==> src/rtl/uart_rx_fifo.sv <==
// uart_rx_fifo: 16x oversampled UART receiver (8 data bits, 1 stop bit,
// LSB first) feeding a first-word-fall-through receive FIFO.
// Optional feature macro: UART_RX_PARITY_EN
//   defined   -> 8E1 frames; an even-parity bit follows bit 7 and a mismatch
//                discards the byte and pulses parity_err.
//   undefined -> 8N1 frames; parity_err is tied low.
module uart_rx_fifo #(
  parameter int CLK_HZ     = 50000000,
  parameter int BAUD       = 115200,
  parameter int FIFO_DEPTH = 8
) (
  input  logic       clk,
  input  logic       rst,
  input  logic       rx,
  output logic [7:0] rx_byte,
  output logic       rx_valid,
  input  logic       rx_fifo_pop,
  output logic       rx_fifo_full,
  output logic       frame_err,
  output logic       parity_err,
  output logic       overrun,
  output logic       irq
);

  localparam int DIV   = CLK_HZ / (BAUD * 16);
  localparam int DIV_W = (DIV > 1) ? $clog2(DIV) : 1;
  localparam int AW    = $clog2(FIFO_DEPTH);
  localparam int CW    = AW + 1;

  typedef enum logic [2:0] {
    IDLE   = 3'd0,
    START  = 3'd1,
    DATA   = 3'd2,
    PARITY = 3'd3,
    STOP   = 3'd4
  } state_t;

  // Synchronizer, oversampling tick and receive FSM state
  logic [1:0]       sync_q;
  logic             rx_s;
  logic [DIV_W-1:0] tick_cnt_q, tick_cnt_d;
  logic             tick_s;
  state_t           state_q, state_d;
  logic [3:0]       s_q, s_d;
  logic [2:0]       bit_q, bit_d;
  logic [7:0]       sh_q, sh_d;
  logic             stop_smp_s;
`ifdef UART_RX_PARITY_EN
  logic             par_q, par_d;
`endif

  // Frame outcome and FIFO signals
  logic             perr_s;
  logic             push_req_s;
  logic             push_s;
  logic             pop_s;
  logic             ovr_s;
  logic             full_s;
  logic [7:0]       mem_q [FIFO_DEPTH];
  logic [AW-1:0]    wr_ptr_q, wr_ptr_d;
  logic [AW-1:0]    rd_ptr_q, rd_ptr_d;
  logic [CW-1:0]    count_q, count_d;
  logic             frame_err_q, overrun_q;

  assign rx_s   = sync_q[1];
  assign tick_s = (tick_cnt_q == DIV_W'(DIV - 1));

  // Two-flop synchronizer for the asynchronous serial line, preset to idle
  always_ff @(posedge clk) begin
    if (rst) begin
      sync_q <= 2'b11;
    end else begin
      sync_q <= {sync_q[0], rx};
    end
  end

  // Tick divider next state: parked at 0 while idle so the first start-bit tick is aligned
  always_comb begin
    tick_cnt_d = tick_cnt_q;
    if (state_q == IDLE) begin
      tick_cnt_d = '0;
    end else if (tick_s) begin
      tick_cnt_d = '0;
    end else begin
      tick_cnt_d = tick_cnt_q + DIV_W'(1);
    end
  end

  // Receive FSM next state: counts ticks within each bit and samples at mid-bit
  always_comb begin
    state_d    = state_q;
    s_d        = s_q;
    bit_d      = bit_q;
    sh_d       = sh_q;
    stop_smp_s = 1'b0;
`ifdef UART_RX_PARITY_EN
    par_d      = par_q;
`endif
    case (state_q)
      IDLE: begin
        if (!rx_s) begin
          state_d = START;
          s_d     = 4'd0;
        end else begin
          state_d = IDLE;
        end
      end
      START: begin
        if (tick_s) begin
          if (s_q == 4'd7) begin
            s_d = 4'd0;
            if (rx_s) begin
              state_d = IDLE;          // glitch shorter than half a bit
            end else begin
              state_d = DATA;
              bit_d   = 3'd0;
            end
          end else begin
            s_d = s_q + 4'd1;
          end
        end else begin
          s_d = s_q;
        end
      end
      DATA: begin
        if (tick_s) begin
          if (s_q == 4'd15) begin
            s_d  = 4'd0;
            sh_d = {rx_s, sh_q[7:1]};
            if (bit_q == 3'd7) begin
`ifdef UART_RX_PARITY_EN
              state_d = PARITY;
`else
              state_d = STOP;
`endif
            end else begin
              bit_d = bit_q + 3'd1;
            end
          end else begin
            s_d = s_q + 4'd1;
          end
        end else begin
          s_d = s_q;
        end
      end
`ifdef UART_RX_PARITY_EN
      PARITY: begin
        if (tick_s) begin
          if (s_q == 4'd15) begin
            s_d     = 4'd0;
            par_d   = rx_s;
            state_d = STOP;
          end else begin
            s_d = s_q + 4'd1;
          end
        end else begin
          s_d = s_q;
        end
      end
`endif
      STOP: begin
        if (tick_s) begin
          if (s_q == 4'd15) begin
            s_d        = 4'd0;
            stop_smp_s = 1'b1;
            state_d    = IDLE;         // re-arm at mid-stop for back-to-back frames
          end else begin
            s_d = s_q + 4'd1;
          end
        end else begin
          s_d = s_q;
        end
      end
      default: begin
        state_d = IDLE;
        s_d     = 4'd0;
      end
    endcase
  end

  // Receive FSM and tick divider state registers
  always_ff @(posedge clk) begin
    if (rst) begin
      state_q    <= IDLE;
      tick_cnt_q <= '0;
      s_q        <= 4'd0;
      bit_q      <= 3'd0;
      sh_q       <= 8'd0;
`ifdef UART_RX_PARITY_EN
      par_q      <= 1'b0;
`endif
    end else begin
      state_q    <= state_d;
      tick_cnt_q <= tick_cnt_d;
      s_q        <= s_d;
      bit_q      <= bit_d;
      sh_q       <= sh_d;
`ifdef UART_RX_PARITY_EN
      par_q      <= par_d;
`endif
    end
  end

`ifdef UART_RX_PARITY_EN
  assign perr_s = (par_q != (^sh_q));
`else
  assign perr_s = 1'b0;
`endif

  // A byte is only offered to the FIFO when both stop and parity are good
  assign push_req_s = stop_smp_s & rx_s & ~perr_s;
  assign full_s     = (count_q == CW'(FIFO_DEPTH));
  assign pop_s      = rx_fifo_pop & rx_valid;
  assign push_s     = push_req_s & (~full_s | pop_s);
  assign ovr_s      = push_req_s & full_s & ~pop_s;

  // FIFO pointer and occupancy next state
  always_comb begin
    wr_ptr_d = wr_ptr_q;
    rd_ptr_d = rd_ptr_q;
    count_d  = count_q;
    if (push_s) begin
      wr_ptr_d = wr_ptr_q + AW'(1);
    end else begin
      wr_ptr_d = wr_ptr_q;
    end
    if (pop_s) begin
      rd_ptr_d = rd_ptr_q + AW'(1);
    end else begin
      rd_ptr_d = rd_ptr_q;
    end
    if (push_s && !pop_s) begin
      count_d = count_q + CW'(1);
    end else if (pop_s && !push_s) begin
      count_d = count_q - CW'(1);
    end else begin
      count_d = count_q;
    end
  end

  // FIFO storage, pointers and registered error pulses
  always_ff @(posedge clk) begin
    if (rst) begin
      for (int i = 0; i < FIFO_DEPTH; i++) begin
        mem_q[i] <= 8'd0;
      end
      wr_ptr_q    <= '0;
      rd_ptr_q    <= '0;
      count_q     <= '0;
      frame_err_q <= 1'b0;
      overrun_q   <= 1'b0;
    end else begin
      if (push_s) begin
        mem_q[wr_ptr_q] <= sh_q;
      end
      wr_ptr_q    <= wr_ptr_d;
      rd_ptr_q    <= rd_ptr_d;
      count_q     <= count_d;
      frame_err_q <= stop_smp_s & ~rx_s;
      overrun_q   <= ovr_s;
    end
  end

`ifdef UART_RX_PARITY_EN
  logic parity_err_q;

  // Parity mismatch pulse, reported at the stop-bit sample
  always_ff @(posedge clk) begin
    if (rst) begin
      parity_err_q <= 1'b0;
    end else begin
      parity_err_q <= stop_smp_s & perr_s;
    end
  end

  assign parity_err = parity_err_q;
`else
  assign parity_err = 1'b0;
`endif

  assign rx_byte      = mem_q[rd_ptr_q];
  assign rx_valid     = (count_q != '0);
  assign rx_fifo_full = full_s;
  assign frame_err    = frame_err_q;
  assign overrun      = overrun_q;
  assign irq          = rx_valid;

endmodule

==> config.mk <==
export PLATFORM = sky130hd
export DESIGN_NAME = uart_rx_fifo
export DESIGN_NICKNAME = d
export VERILOG_FILES = /design/src/rtl/uart_rx_fifo.sv
export SDC_FILE = /design/constraint.sdc
export NUM_CORES = 1
export LEC_CHECK = 0
export ABC_AREA = 1
export BUFFER_PORTS_ARGS = -buffer_cell sky130_fd_sc_hd__buf_2
export CORE_MARGIN = 3
export CORE_UTILIZATION = 53
export CTS_CLUSTER_DIAMETER = 30
export CTS_CLUSTER_SIZE = 10
export DETAILED_ROUTE_END_ITERATION = 8
export PLACE_DENSITY = 0.7
export SETUP_SLACK_MARGIN = 0.15
export SYNTH_ARGS = -nofsm -noshare
export SYNTH_HDL_FRONTEND = slang
export SYNTH_SLANG_ARGS = --single-unit
==> constraint.sdc <==
create_clock -name clk -period 5.9 [get_ports clk]
set_clock_uncertainty 0.1 [all_clocks]
set_input_delay 0.59 -clock clk [delete_from_list [all_inputs] [get_ports clk]]
set_output_delay 0.59 -clock clk [all_outputs]
set_load 0.05 [all_outputs]
==> results.cfg <==
[outcome]
outcome = complete, no violations

[timing]
finalSetupViolCount = 0
fin_ws_ns = 2.81
time_the_worst_path_needs_with_i_o_delays_and_setup_ns = 3.09
timing.slew.headroom_pct = 35.2
min_period_over_period_pct = 52.5
setup_repair_after_global_routing_missed_its_margin = false
fin_setup_tns_ns = 0
hold_viol = 0
final-max-slew-violation-count = 0
fmax_ghz = 0.323
tightestPinTransition_ns = 0.970

[placement]
io_buffers = 16
placement.setup.worst_slack_ns = 3.20
post-dp-hpwl_mm = 6.85
finalWeightedCongestion = 0.867

[synthesis]
synthDominantAreaCellType = edfxtp_1
post_synth_and_or_nand_nor_area_fraction_pct = 25.1
synth_cells = 537
synth_top_area_share_pct = 39.8
number_of_synthesized_flops_with_an_enable_pin = 64
most_area_consuming_cells_after_synthesis = edfxtp_1, dfxtp_1, nor2_1, nand2_1, o21ai_0
synth.avg_cell_area_um2 = 9.00
combinational_family_with_the_most_area_after_synthesis = simple AND/OR/NAND/NOR gates
synthAdderAreaFrac_pct = 3.00
synth_warnings = 0
synthMuxAreaShare_pct = 0
xor_and_xnor_fraction_of_the_mapped_netlist_area_pct = 1.63
synthDistinctLibCells = 32
post_synth_instance_area_um2 = 4830
synth-main-ff-cell = edfxtp_1
synth_compound_gate_area_share_pct = 9.27
yosysSeqAreaShare_pct = 56.4
postSynth.asyncResetShare_pct = 0
postSynthNetCount = 552
netlist_top_cells_count = nor2_1, nand2_1, edfxtp_1
yosys_register_bits = 104
synth_most_common_cell = nor2_1

[final_layout]
insertedDiodeCount = 0
synthToLayoutAreaGrowth_pct = 6.94
layout-drive-gt1-share_pct = 9.57
nNetsFinal = 564

[pwr]
p_per_area_nw_per_um2 = 404
vdd_drop_max_v = 0.000461
leakagePower_nw = 2.06

[global_route]
grt_use_total_pct = 20.4
vias_in_the_first_global_route = 3268
maximum_number_of_pins_on_one_net_before_global_route_repair = 34
grt_antenna_before_repair = 0
global_route_wire_length_before_repair_mm = 16.4
grt_remaining_overflow = 0

[drt]
avgRoutedWirePerCell_um = 14.9
detailedRoute.firstPassIterationCount = 5
vias_per_cell = 5.26
drt.antenna.violating_nets = 0
route.vias.total = 3481
first_iteration_detailed_routing_drc_count = 154
remaining_drc_errors = 0
wl_mm = 9.90

[floorplanning]
coreArea_um2 = 8810
fp.dieArea_um2 = 10300
initial_utilization_pct = 54.9
die-width_um = 101
pin_count = 18
floorplan.rows = 34
dieHeight_um = 101

[run]
drv.max_cap_violation_count = 0

[setup_path]
critical_path.cell_chain = buf_4, inv_1, o21ai_0, a31oi_1, buf_2
setup_crit_start_kind = flip-flop
critPathArrivalTime_ns = 2.40
cp_max_fo = 33
crit_path_max_delay_cell_type = inv_1
critical_path_class = reg -> out
crit_path_max_incr_delay_ns = 0.68
worstPathRequired_ns = 5.21
timing.critical_path.to_type = output port

[clocking]
cts_setup_buffers = 0
hold_buffers = 0
cts.root.buffer_cell = clkbuf_8
insertion_delay_ns = 0.36
htreeDepth = 3
ctsResizeCount = 0
cts.clk_slew.worst_paths_ns = 0.10
clock_path_buffers = 2
cts_tree = done
cts_sinks = 104
tritoncts.num_buffers = 9

[worst_hold_path]
worstHoldPathType = in -> reg
==> report_power, final <==
part | internal (W) | switching [W] | total [W]
Combinational | 0.000206 | 0.000547 | 0.000753
Sequential | 0.000842 | 0.0000682 | 0.000910
Clock | 0.000163 | 0.000262 | 0.000425
==> through the flow <==
step	util [%]	instances	cell area [µm²]	total power, W	hold slack (ns)
floorplan	-	537	4830	0.00152	0.289
global route	58.7	662	5170	0.00223	0.294
CTS	58.7	662	5170	0.00210	0.289
finish	58.7	662	5170	0.00209	0.304
global placement	56.6	646	4980	0.00166	0.292
detailed placement	56.6	646	4980	0.00168	0.295
==> metal layers <==
| layer | global-route usage, % | share of wire, % | wire length [µm] |
|---|---|---|---|
| met1 | 28.2 | 46 | 4530 |
| met2 | 33.9 | 48 | 4790 |
| met3 | 3.58 | 4.7 | 470 |
| met4 | 4.91 | 1.0 | 102 |
| met5 | 0 | 0 | 0 |
==> cells by family after synthesis <==
group                    count (synthesis)
buffers and inverters                   55
AO/OA/AOI/OAI                           87
adder cells (fa/ha/maj)                 11
AND/OR/NAND/NOR                        270
XOR/XNOR                                 9
flip-flops                             104
other                                    1
==> sequential cells by signal, summed over array words and instances (netlist names), 2 cells and up, named ones only <==
| name | cells |
|---|---|
| bit_q | 3 |
| sh_q | 8 |
| state_q | 3 |
| mem_q | 64 |
| rd_ptr_q | 3 |
| tick_cnt_q | 5 |
| count_q | 4 |
| sync_q | 2 |
| s_q | 4 |
| wr_ptr_q | 3 |
==> cell usage in the layout (no fill, tap or decap), types with 10 or more instances in the layout <==
cell and count:
a21oi_1 30, edfxtp_1 64, nand2_1 83, nand3_1 14, ha_1 10, o21ai_0 48, nor2_1 140, dfxtp_1 40
inv_1 31, buf_2 16
==> layout make-up <==
type / count / area (µm²)
multi-input cells: 378 / 1890
well taps: 108 / 135
fillers: 772 / 3640
clock buffers: 9 / 124
clock inverters: 7 / 61.3
repair buffers: 17 / 87.6
inverters: 39 / 146
flip-flops and latches: 104 / 2720
==> path summary, 6_finish.rpt <==
path | startpoint | end | slack [ns] | depth (start not counted)
max | flip-flop | rx_byte[5] | 2.81 | 5
min reg2reg | sync_q[0]$_SDFF_PP1_ | sync_q[1]$_SDFF_PP1_ | 0.32 | 1
min | rx | sync_q[0]$_SDFF_PP1_ | 0.30 | 2
max reg2reg | s_q[0]$_SDFFE_PP0P_ | count_q[3]$_SDFFE_PP0P_ | 3.26 | 13
==> worst max-delay path: cells and delay by family (launching register included) <==
family / cells / cell delay (ns)
buffers and inverters: 3 / 1.20
AO/OA/AOI/OAI: 2 / 0.52
flip-flops: 1 / 0.31
Power figures use the tool's default switching activity.
